==> src/rtl/inta_sequencer.sv <==
// Two-pulse 8086-mode interrupt-acknowledge sequencer for the PIC.
// Raises INT, latches the winning IR on the first INTA and drives the vector on the second.
module inta_sequencer #(
  parameter int unsigned Timeout = 64
) (
  input  logic       clk_i,
  input  logic       reset_i,
  input  logic       inta_n_i,
  input  logic       int_req_i,
  input  logic [2:0] highest_irq_i,
  input  logic [4:0] icw2_base_i,
  input  logic       aeoi_i,
  input  logic       send_vector_address_i,
  output logic       int_o,
  output logic       freeze_o,
  output logic [7:0] isr_set_o,
  output logic [7:0] irr_clear_o,
  output logic [7:0] isr_clear_o,
  output logic [7:0] data_out_o,
  output logic       data_oe_o,
  output logic       busy_o
);

  localparam int unsigned CntW = (Timeout > 2) ? $clog2(Timeout) : 1;

  localparam logic [2:0] StIdle = 3'd0;
  localparam logic [2:0] StReq  = 3'd1;
  localparam logic [2:0] StAck1 = 3'd2;
  localparam logic [2:0] StGap  = 3'd3;
  localparam logic [2:0] StAck2 = 3'd4;

  logic [2:0]      state_q, state_d;
  logic            inta_q;
  logic [2:0]      irq_lat_q, irq_lat_d;
  logic            spur_q, spur_d;
  logic [CntW-1:0] cnt_q, cnt_d;
  logic            int_q, int_d;
  logic            freeze_q, freeze_d;
  logic [7:0]      isr_set_q, isr_set_d;
  logic [7:0]      irr_clear_q, irr_clear_d;
  logic [7:0]      isr_clear_q, isr_clear_d;
  logic [7:0]      data_out_q, data_out_d;
  logic            data_oe_q, data_oe_d;
  logic            busy_q, busy_d;
  logic            fall, rise;

  assign fall = inta_q & ~inta_n_i;
  assign rise = ~inta_q & inta_n_i;

  always_comb begin
    state_d     = state_q;
    irq_lat_d   = irq_lat_q;
    spur_d      = spur_q;
    cnt_d       = cnt_q;
    int_d       = int_q;
    freeze_d    = freeze_q;
    isr_set_d   = '0;
    irr_clear_d = '0;
    isr_clear_d = '0;
    data_out_d  = data_out_q;
    data_oe_d   = data_oe_q;

    case (state_q)
      StIdle: begin
        if (int_req_i) begin
          state_d = StReq;
          int_d   = 1'b1;
        end
      end
      StReq: begin
        // int_req sampled at the fall decides between a real and a spurious acknowledge
        if (fall) begin
          state_d  = StAck1;
          int_d    = 1'b0;
          freeze_d = 1'b1;
          if (int_req_i) begin
            irq_lat_d   = highest_irq_i;
            spur_d      = 1'b0;
            isr_set_d   = 8'd1 << highest_irq_i;
            irr_clear_d = 8'd1 << highest_irq_i;
          end else begin
            irq_lat_d = 3'd7;
            spur_d    = 1'b1;
          end
        end
      end
      StAck1: begin
        if (rise) begin
          state_d = StGap;
          cnt_d   = '0;
        end
      end
      StGap: begin
        if (fall) begin
          state_d    = StAck2;
          data_out_d = {icw2_base_i, irq_lat_q};
          data_oe_d  = send_vector_address_i;
        end else if (cnt_q == CntW'(Timeout - 1)) begin
          // Abort: ISR bit already set stays set
          state_d  = StIdle;
          freeze_d = 1'b0;
        end else begin
          cnt_d = cnt_q + 1'b1;
        end
      end
      StAck2: begin
        if (rise) begin
          state_d   = StIdle;
          data_oe_d = 1'b0;
          freeze_d  = 1'b0;
          if (aeoi_i && !spur_q) begin
            isr_clear_d = 8'd1 << irq_lat_q;
          end
        end else begin
          data_out_d = {icw2_base_i, irq_lat_q};
          data_oe_d  = send_vector_address_i;
        end
      end
      default: begin
        state_d = StIdle;
      end
    endcase

    busy_d = (state_d != StIdle);
  end

  always_ff @(posedge clk_i) begin
    if (reset_i) begin
      state_q     <= StIdle;
      inta_q      <= 1'b1;
      irq_lat_q   <= '0;
      spur_q      <= 1'b0;
      cnt_q       <= '0;
      int_q       <= 1'b0;
      freeze_q    <= 1'b0;
      isr_set_q   <= '0;
      irr_clear_q <= '0;
      isr_clear_q <= '0;
      data_out_q  <= '0;
      data_oe_q   <= 1'b0;
      busy_q      <= 1'b0;
    end else begin
      state_q     <= state_d;
      inta_q      <= inta_n_i;
      irq_lat_q   <= irq_lat_d;
      spur_q      <= spur_d;
      cnt_q       <= cnt_d;
      int_q       <= int_d;
      freeze_q    <= freeze_d;
      isr_set_q   <= isr_set_d;
      irr_clear_q <= irr_clear_d;
      isr_clear_q <= isr_clear_d;
      data_out_q  <= data_out_d;
      data_oe_q   <= data_oe_d;
      busy_q      <= busy_d;
    end
  end

  assign int_o       = int_q;
  assign freeze_o    = freeze_q;
  assign isr_set_o   = isr_set_q;
  assign irr_clear_o = irr_clear_q;
  assign isr_clear_o = isr_clear_q;
  assign data_out_o  = data_out_q;
  assign data_oe_o   = data_oe_q;
  assign busy_o      = busy_q;

endmodule

==> config.mk <==
export PLATFORM = sky130hd
export DESIGN_NAME = inta_sequencer
export DESIGN_NICKNAME = d
export VERILOG_FILES = /design/src/rtl/inta_sequencer.sv
export SDC_FILE = /design/constraint.sdc
export NUM_CORES = 1
export LEC_CHECK = 0
export BUFFER_PORTS_ARGS = -buffer_cell sky130_fd_sc_hd__buf_2
export CAP_MARGIN = 20
export CORE_ASPECT_RATIO = 0.9
export CORE_UTILIZATION = 54
export DETAILED_ROUTE_END_ITERATION = 16
export GPL_ROUTABILITY_DRIVEN = 0
export HOLD_SLACK_MARGIN = 0.1
export PLACE_DENSITY_LB_ADDON = 0.08
export SLEW_MARGIN = 10
export SYNTH_ARGS = -nofsm -noshare
export SYNTH_HDL_FRONTEND = slang
export SYNTH_SLANG_ARGS = --single-unit
==> constraint.sdc <==
create_clock -name clk_i -period 4.45 [get_ports clk_i]
set_input_delay 0.2225 -clock clk_i [delete_from_list [all_inputs] [get_ports clk_i]]
set_output_delay 0.2225 -clock clk_i [all_outputs]
set_load 0.005 [all_outputs]
### After elaboration in Yosys (flattened, before gate mapping)

Index checks and enable logic that the tools add are counted.

* register bits: 42
* word-level logic and storage cells: 82

* add/subtract/negate cells: 1
* eq/ne operators: 14
* shifts and indexed selects: 2
* muxes and demuxes: 27
* bitwise logic cells: 10
* reduce and logical (&&, ||, !) cells: 16

Operators by type and width (count)
* $mux W3: 7
* $mux W6: 3
* $ne A2 B2 Y1 const B: 9
* $mux W8: 2
* $pmux W8 S2: 1
* $shl A1 B3 Y8 const A: 2
* $pmux W3 S5: 1
* $pmux W6 S2: 1
* $mux W1: 9
* $not A1 Y1: 8
* $reduce_or A4 Y1: 2
* $add A6 B1 Y6 const B: 1
* $eq A3 B2 Y1 const B: 2
* $eq A6 B6 Y1 const B: 1
* $reduce_and A3 Y1: 2
* $reduce_bool A2 Y1: 3
* $reduce_bool A3 Y1: 2
* $reduce_and A5 Y1: 1
* $pmux W1 S2: 2
* $reduce_and A2 Y1: 2
* $reduce_and A4 Y1: 1
* $eq A3 B1 Y1 const B: 1
* $eq A3 B3 Y1 const B: 1
* $logic_not A3 Y1: 1
* 4 further kinds: 5

### Logic depth before layout (Yosys ltp)

Gate-level depths: netlist of run 1.

* word-level depth: 5
* mapped depth: 7

### Least setup slack after synthesis of run 1

OpenSTA, ideal clock, no wires.

* path kind: register to register
* from: register state_q[1]
* to: register data_out_q[0], in the netlist data_out_o[0]
* setup time: 128 ps
* arrival time: 1436 ps
* required time: 4322 ps
* path slack: 2887 ps
* cell stages (with the launch flop): 8
* path buffers: 3
* cell sequence: dfxtp_1 buf_2 or3b_1 buf_2 o22ai_2 buf_4 mux2i_1 nor2_1

* cells in the longest elaborated chain, start to end: 3
* elaborated cells between the ends (all ways): 7
* classes of those cells: eq/ne: 4; mux: 1; reduce/logical: 2

RTL lines
* start: declaration: line 32 `logic [2:0] state_q, state_d;`
* start signal: assignment: line 129 `state_q <= StIdle;`
* start signal: assignment: line 143 `state_q <= state_d;`
* $eq A3 B3 Y1 / $eq A3 B2 Y1 (equally long branches): line 63 `case (state_q)`
* $ne A2 B2 Y1 (no line) / $reduce_bool A2 Y1 (equally long branches)
* $reduce_and A3 Y1 (no line)
* end signal: assignment: line 153 `data_out_q <= data_out_d;`
* end: declaration: line 42 `logic [7:0] data_out_q, data_out_d;`

Parallel ways exist; a longest one is shown, timed or not.
A chain may end at the register's enable or synchronous reset.

### Worst setup path in the final report of run 1

* from: register state_q[0]
* to: register irr_clear_q[4], in the netlist irr_clear_o[4]

* cells in the longest elaborated chain, start to end: 3

RTL lines
* $eq A3 B1 Y1: line 63
* $not A1 Y1 (no line)
* $reduce_or A4 Y1 (no line)
* end signal: assignment: line 151 `irr_clear_q <= irr_clear_d;`
* end: declaration: line 40 `logic [7:0] irr_clear_q, irr_clear_d;`

Every way passes these cells.

==> results of run 1 <==
==> layout make-up <==
class	instances	area, sq um
fillers	260	1010
flip-flops and latches	42	841
multi-input cells	122	778
repair buffers	52	275
well taps	42	52.6
clock buffers	6	51.3
clock inverters	1	30.0
inverters	7	26.3
==> final timing paths <==
path,endpoint,slack (ns)
max,irr_clear_o[4],1.88
min,data_out_o[4],0.11
max reg2reg,irr_clear_o[4],1.88
min reg2reg,cnt_q[5],0.48
==> synthesized netlist by cell type, drive strengths merged <==
library cell	instances	area, sq um
dfxtp	42	841
nor2	28	105
mux2i	14	140
nand2	14	52.6
nand2b	13	81.3
buf	12	82.6
inv	7	26.3
a21oi	6	30.0
nor3	6	35.0
clkbuf	4	16.3
a311oi	3	26.3
nand4b	3	26.3
nor2b	3	18.8
o21ai	3	15.0
a211oi	2	15.0
a31oi	2	18.8
nand3	2	10.0
nand4	2	12.5
or2	2	12.5
a2111oi	1	15.0
a211o	1	8.76
a21boi	1	7.51
and2b	1	7.51
and3b	1	8.76
ha	1	12.5
nand3b	1	7.51
nand4bb	1	11.3
nor4	1	12.5
nor4b	1	8.76
o2111ai	1	8.76
o211ai	1	7.51
o21a	1	7.51
o22ai	1	12.5
o31ai	1	7.51
o32ai	1	8.76
or3	1	6.26
or3b	1	8.76
or4bb	1	11.3
==> power by group through the flow <==
stage	logic, mW	registers, mW	clock network (mW)
floorplan	0.0556	0.405	0
global placement	0.0689	0.411	0
detailed placement	0.0704	0.411	0
CTS	0.0714	0.403	0.248
global route	0.0801	0.406	0.272
finish	0.0719	0.403	0.243
==> routing by layer <==
layer,up-vias,part of all wire
li1,724,-
met1,654,0.46
met2,48,0.48
met3,4,0.053
met4,0,0.0093
met5,-,0
==> timing repair <==
action,CTS,global route
hold buffers,2,1
resized for setup,0,0
hold endpoints to repair,2,1
==> critical path, stage by stage, from the launching register on <==
cell and delay [ns]:
dfxtp_1 0.47, inv_1 0.15, nor4_2 0.78, nand4b_1 0.32, nor3_1 0.24, dlygate4sd3_1 0.57
==> flip-flops by register name, indices dropped and copies added (netlist names) <==
| name | flops |
|---|---|
| data_out_o | 8 |
| spur_q | 1 |
| irr_clear_o | 8 |
| int_o | 1 |
| isr_clear_o | 8 |
| data_oe_o | 1 |
| state_q | 3 |
| inta_q | 1 |
| irq_lat_q | 3 |
| freeze_o | 1 |
| busy_o | 1 |
| cnt_q | 6 |
==> through the flow <==
stage               power, mW  instances  instance area [sq um]
floorplan               0.461        187                   1740
global placement        0.480        262                   1940
detailed placement      0.482        262                   1940
CTS                     0.723        271                   2040
global route            0.757        272                   2050
finish                  0.719        272                   2050
==> cell families after synthesis <==
kind of cell / synth area share
flops: 0.482
mux: 0.0803
compound gates: 0.108
fa+ha+maj: 0.00717
simple gates: 0.250
buf+inv: 0.0717
==> impl_metrics.csv, run 1 <==
group,metric,value,unit
outcome,outcome,"finished clean",
global_route,use_met3,0.0814,
floorplanning,io_pins,50,
power_and_ir_drop,pwr-share-clk,0.339,
floorplanning,row_count,19,
cells_and_area,layout_commonest_cell,"buf_2",
worst_setup_path,rr_worst_depth,5,
worst_setup_path,end_kind,"flip-flop",
floorplanning,fp.dieH,55.9,um
cells_and_area,area_growth,17.8,%
synth,syn-cell-area,1740,sq um
worst_setup_path,cp-startpoint,"state_q[0]",
cts,htreeDepth,2,
sta,fin_crit,2.57,ns
cts,post_cts_buffers,0,
worst_setup_path,critPathRequiredTime,4.74,ns
route,firstDrtPassIters,4,
cells_and_area,post-route-util,0.670,
flow_run,maxCapViolations,0,
place,hpwlAfterDp,2.36,mm
global_route,first_global_vias,1261,
power_and_ir_drop,power.share.switching,0.232,
worst_setup_path,critPathMaxFanout,12,
cells_and_area,mostFrequentLayoutCells,"buf_2 (49), dfxtp_1 (42), nor2_1 (28)",
sta,finalMaxSlewViolations,0,
route,drc_errors,0,
sta,rsz0062_at_grt,"no",
place,io_buffers,49,
worst_setup_path,startpoint_type,"flip-flop",
sta,max_freq,0.389,GHz
synth,synthDistinctLibCells,42,
worst_setup_path,cp.arrival,2.86,ns
cts,cts_tree,"yes",
cts,clk_latency,0.34,ns
sta,finalHoldViolations,0,
cts,cts.clk_slew.worst_paths,0.11,ns
synth,postSynthAreaPerCell,9.33,sq um
place,dp_slack,2.48,ns
cells_and_area,diodes,0,
hold_path,min_from,"icw2_base_i[1]",
sta,finalSetupViolCount,0,
sta,holdWs,0.113,ns
global_route,grt_first_pass_wirelength,5.27,mm
route,drt_iter0_markers,44,
power_and_ir_drop,combPwrFrac,0.100,
global_route,busiest_layer,"met2",
route,drt-total-wl,3.21,mm
route,via_per_inst,5.26,
floorplanning,core,3070,sq um
sta,setup_tns,0,ns
sta,setup_slack,1.88,ns
worst_setup_path,r2r-start,"state_q[0]",
global_route,gr-usage-met1,0.254,
power_and_ir_drop,p_switching,0.166,mW
global_route,grt_max_degree,26,
synth,yosysWarnings,0,
global_route,grt_usage,0.207,
sta,worst-slew-pin-transition,0.927,ns
hold_path,holdPathStages,3,
sta,period_share,0.577,
synth,ys_ff_latch,42,
power_and_ir_drop,p_seq_frac,0.561,
power_and_ir_drop,power_density,350,nW/um^2
cts,numClockSinks,42,
floorplanning,fp.dieW,61.9,um
power_and_ir_drop,p_leak,0.883,nW
cts,cts_buffers,5,
cts,clock_path_buffers,2,
route,ant_nets,0,
power_and_ir_drop,p_int,0.552,mW
synth,syn_nets,202,
route,routedWlPerCell,11.8,um
power_and_ir_drop,peakVddDrop,0.276,mV
cts,cts-root-buf,"clkbuf_4",
floorplanning,dieArea,3460,sq um
global_route,overflow,0,
cells_and_area,drive_gt1_frac,0.274,
synth,ys_seq_area_frac,0.482,
floorplanning,start_util,0.569,
cells_and_area,layout.nets,245,
synth,postSynthCellCount,187,
sta,slew_headroom,0.377,
worst_setup_path,path_class,"flip-flop to flip-flop",
route,vias,1430,
global_route,antenna_found_initial,0,
hold_path,hp-class,"primary input to flip-flop",
sta,clock_skew,0.00640,ns
global_route,use_met2,0.326,
(Power assumes the default switching activity.)
==> run 2: changes to the inputs <==
ABC_AREA = 1   (was unset)
CORE_UTILIZATION = 51   (was 54)
clock period = 2.5 ns   (was 4.45 ns; I/O delays follow)
==> run 2 against run 1 <==
  * Sequential power grew 75%
  * Flip-flop and latch count did not move
  * Total power rose by 89%
  * Combinational power increased by 70%
  * Critical path type is now primary input to flip-flop
  * Largest cell class unchanged
==> impl_metrics.csv, run 2 <==
group,metric,value,unit
outcome,outcome,"finished clean",
synth,synthDistinctLibCells,28,
sta,worst-slew-pin-transition,0.406,ns
global_route,grt_usage,0.200,
worst_setup_path,startpoint_type,"primary input",
synth,ys_seq_area_frac,0.474,
cells_and_area,drive_gt1_frac,0.318,
power_and_ir_drop,peakVddDrop,0.360,mV
global_route,antenna_found_initial,0,
synth,synth_top_cells_by_area,"dfxtp_1 (47%), nand2_1 (8.3%), nor2_1 (5.3%)",
cts,clock_path_buffers,2,
worst_setup_path,critPathRequiredTime,2.68,ns
sta,max_freq,0.642,GHz
floorplanning,dieArea,3720,sq um
cells_and_area,nFillCells,291,
synth,syn_nets,237,
cells_and_area,diodes,0,
sta,fin_crit,1.56,ns
route,via_per_inst,4.74,
synth,yosysTopAreaCellShare,0.474,
power_and_ir_drop,power_density,624,nW/um^2
sta,finalSetupViolCount,0,
cts,numClockSinks,42,
sta,rsz0062_at_grt,"no",
flow_run,maxCapViolations,0,
synth,synth-main-ff-cell,"dfxtp_1",
floorplanning,fp.dieW,64.2,um
cts,cts.clk_slew.worst_paths,0.08,ns
cells_and_area,post-route-util,0.684,
cts,post_cts_buffers,0,
route,firstDrtPassIters,4,
synth,async_reset_ff_frac,0,
synth,yosysMostFrequentCell,"dfxtp_1",
route,ant_nets,0,
cts,cts_tree,"yes",
floorplanning,fp.dieH,57.9,um
synth,postSynthAreaPerCell,7.99,sq um
cts,cts-root-buf,"clkbuf_8",
place,dp_cells,301,
synth,ys_ff_latch,42,
sta,finalMaxSlewViolations,0,
cts,cts_resized,0,
global_route,overflow,0,
sta,holdWs,0.149,ns
worst_setup_path,critPathMaxFanout,13,
floorplanning,io_pins,50,
sta,slew_headroom,0.729,
place,hpwlAfterDp,2.47,mm
global_route,first_global_vias,1342,
synth,yosysWarnings,0,
global_route,grt_first_pass_wirelength,5.74,mm
floorplanning,core,3190,sq um
global_route,grt_max_degree,18,
cells_and_area,final_cells,316,
sta,clock_skew,0.00619,ns
power_and_ir_drop,p_leak,1.02,nW
synth,synth_common_cells,"dfxtp_1 (42), nand2_1 (39), nor2_1 (25)",
cells_and_area,layout_commonest_cell,"buf_2",
floorplanning,row_count,19,
sta,setup_tns,0,ns
worst_setup_path,end_kind,"flip-flop",
route,drc_errors,0,
cells_and_area,mostFrequentLayoutCells,"buf_2 (49), dfxtp_1 (42), nand2_1 (39)",
route,drt-total-wl,3.36,mm
worst_setup_path,path_class,"primary input to flip-flop",
cells_and_area,layout.nets,289,
route,routedWlPerCell,10.6,um
synth,postSynthCellCount,222,
sta,period_share,0.623,
cts,clk_latency,0.29,ns
cts,cts_buffers,5,
cts,cts_hold_buf,8,
synth,yosysTopAreaCell,"dfxtp_1",
worst_setup_path,cp.arrival,1.74,ns
hold_path,hp-class,"primary input to flip-flop",
route,vias,1498,
cts,htreeDepth,2,
power_and_ir_drop,total_power,1.36,mW
floorplanning,start_util,0.557,
synth,syn-cell-area,1770,sq um
synth,synth-edff-count,0,
route,drt_iter0_markers,57,
place,io_buffers,49,
cells_and_area,area_growth,22.9,%
sta,finalHoldViolations,0,
[run 2: cell types whose count changed after synthesis, moves of 4 or more]
cell      previous run  this run
nand2_1             14        39
nand3_1              2        11
nand3_2              0         4
mux2i_1             14         0
nand2_2              0         8
nor3_1               5        17
a21oi_1              6        10
a21oi_2              0         5
nand2b_1            13         0
inv_2                0         4
inv_1                7        22
[run 2: final timing paths]
| check | startpoint | endpoint | slack [ns] | cells after the start |
|---|---|---|---|---|
| setup / recovery | inta_n_i | busy_o | 0.94 | 11 |
| hold / removal | highest_irq_i[2] | irr_clear_o[7] | 0.15 | 3 |
| setup reg to reg | cnt_q[0] | cnt_q[1] | 1.05 | 8 |
| hold reg to reg | data_oe_o | data_oe_o | 0.46 | 2 |
[run 2: per-layer routing]
layer,vias up,GRT usage,part of all wire,routed length (um)
met5,-,0,0,0
met4,0,0.0667,0.0077,26
met3,4,0.0472,0.047,159
met2,46,0.296,0.42,1400
met1,637,0.286,0.53,1770
li1,811,-,-,-
[run 2: layout make-up]
| type | count | area (sq um) | area share |
|---|---|---|---|
| inverter | 26 | 97.6 | 0.0448 |
| tap | 42 | 52.6 | 0.0241 |
| multi-input combinational | 142 | 749 | 0.344 |
| clock buffer | 6 | 82.6 | 0.0379 |
| clock inverter | 1 | 30.0 | 0.0138 |
| timing repair buffer | 57 | 325 | 0.149 |
| sequential | 42 | 841 | 0.386 |
[run 2: worst max-delay path, stage by stage]
cell and delay [ns]:
dlygate4sd3_1 0.52, buf_2 0.12, inv_1 0.06, nand2_2 0.11, inv_1 0.08, nand2_1 0.08, nand2_2 0.23, inv_2 0.20
nand4_1 0.10, nand2_1 0.07, nand2_1 0.05
[run 2: cells by family after synthesis]
logic type	count (synthesis)	synth area share
simple gates	112	0.305
flops	42	0.474
buf+inv	38	0.103
compound gates	28	0.106
xor+xnor	1	0.00494
fa+ha+maj	1	0.00706
[run 2: power by group]
group          total, mW  internal (mW)  switching [mW]
Combinational      0.122         0.0489          0.0729
Sequential         0.705          0.688          0.0170
Clock              0.533          0.319           0.213
[run 2: through the flow]
stage	instance area, sq um	setup slack (ns)
floorplan	1770	1.24
global placement	1990	1.09
detailed placement	1990	1.05
CTS	2180	0.952
global route	2180	0.779
finish	2180	0.942
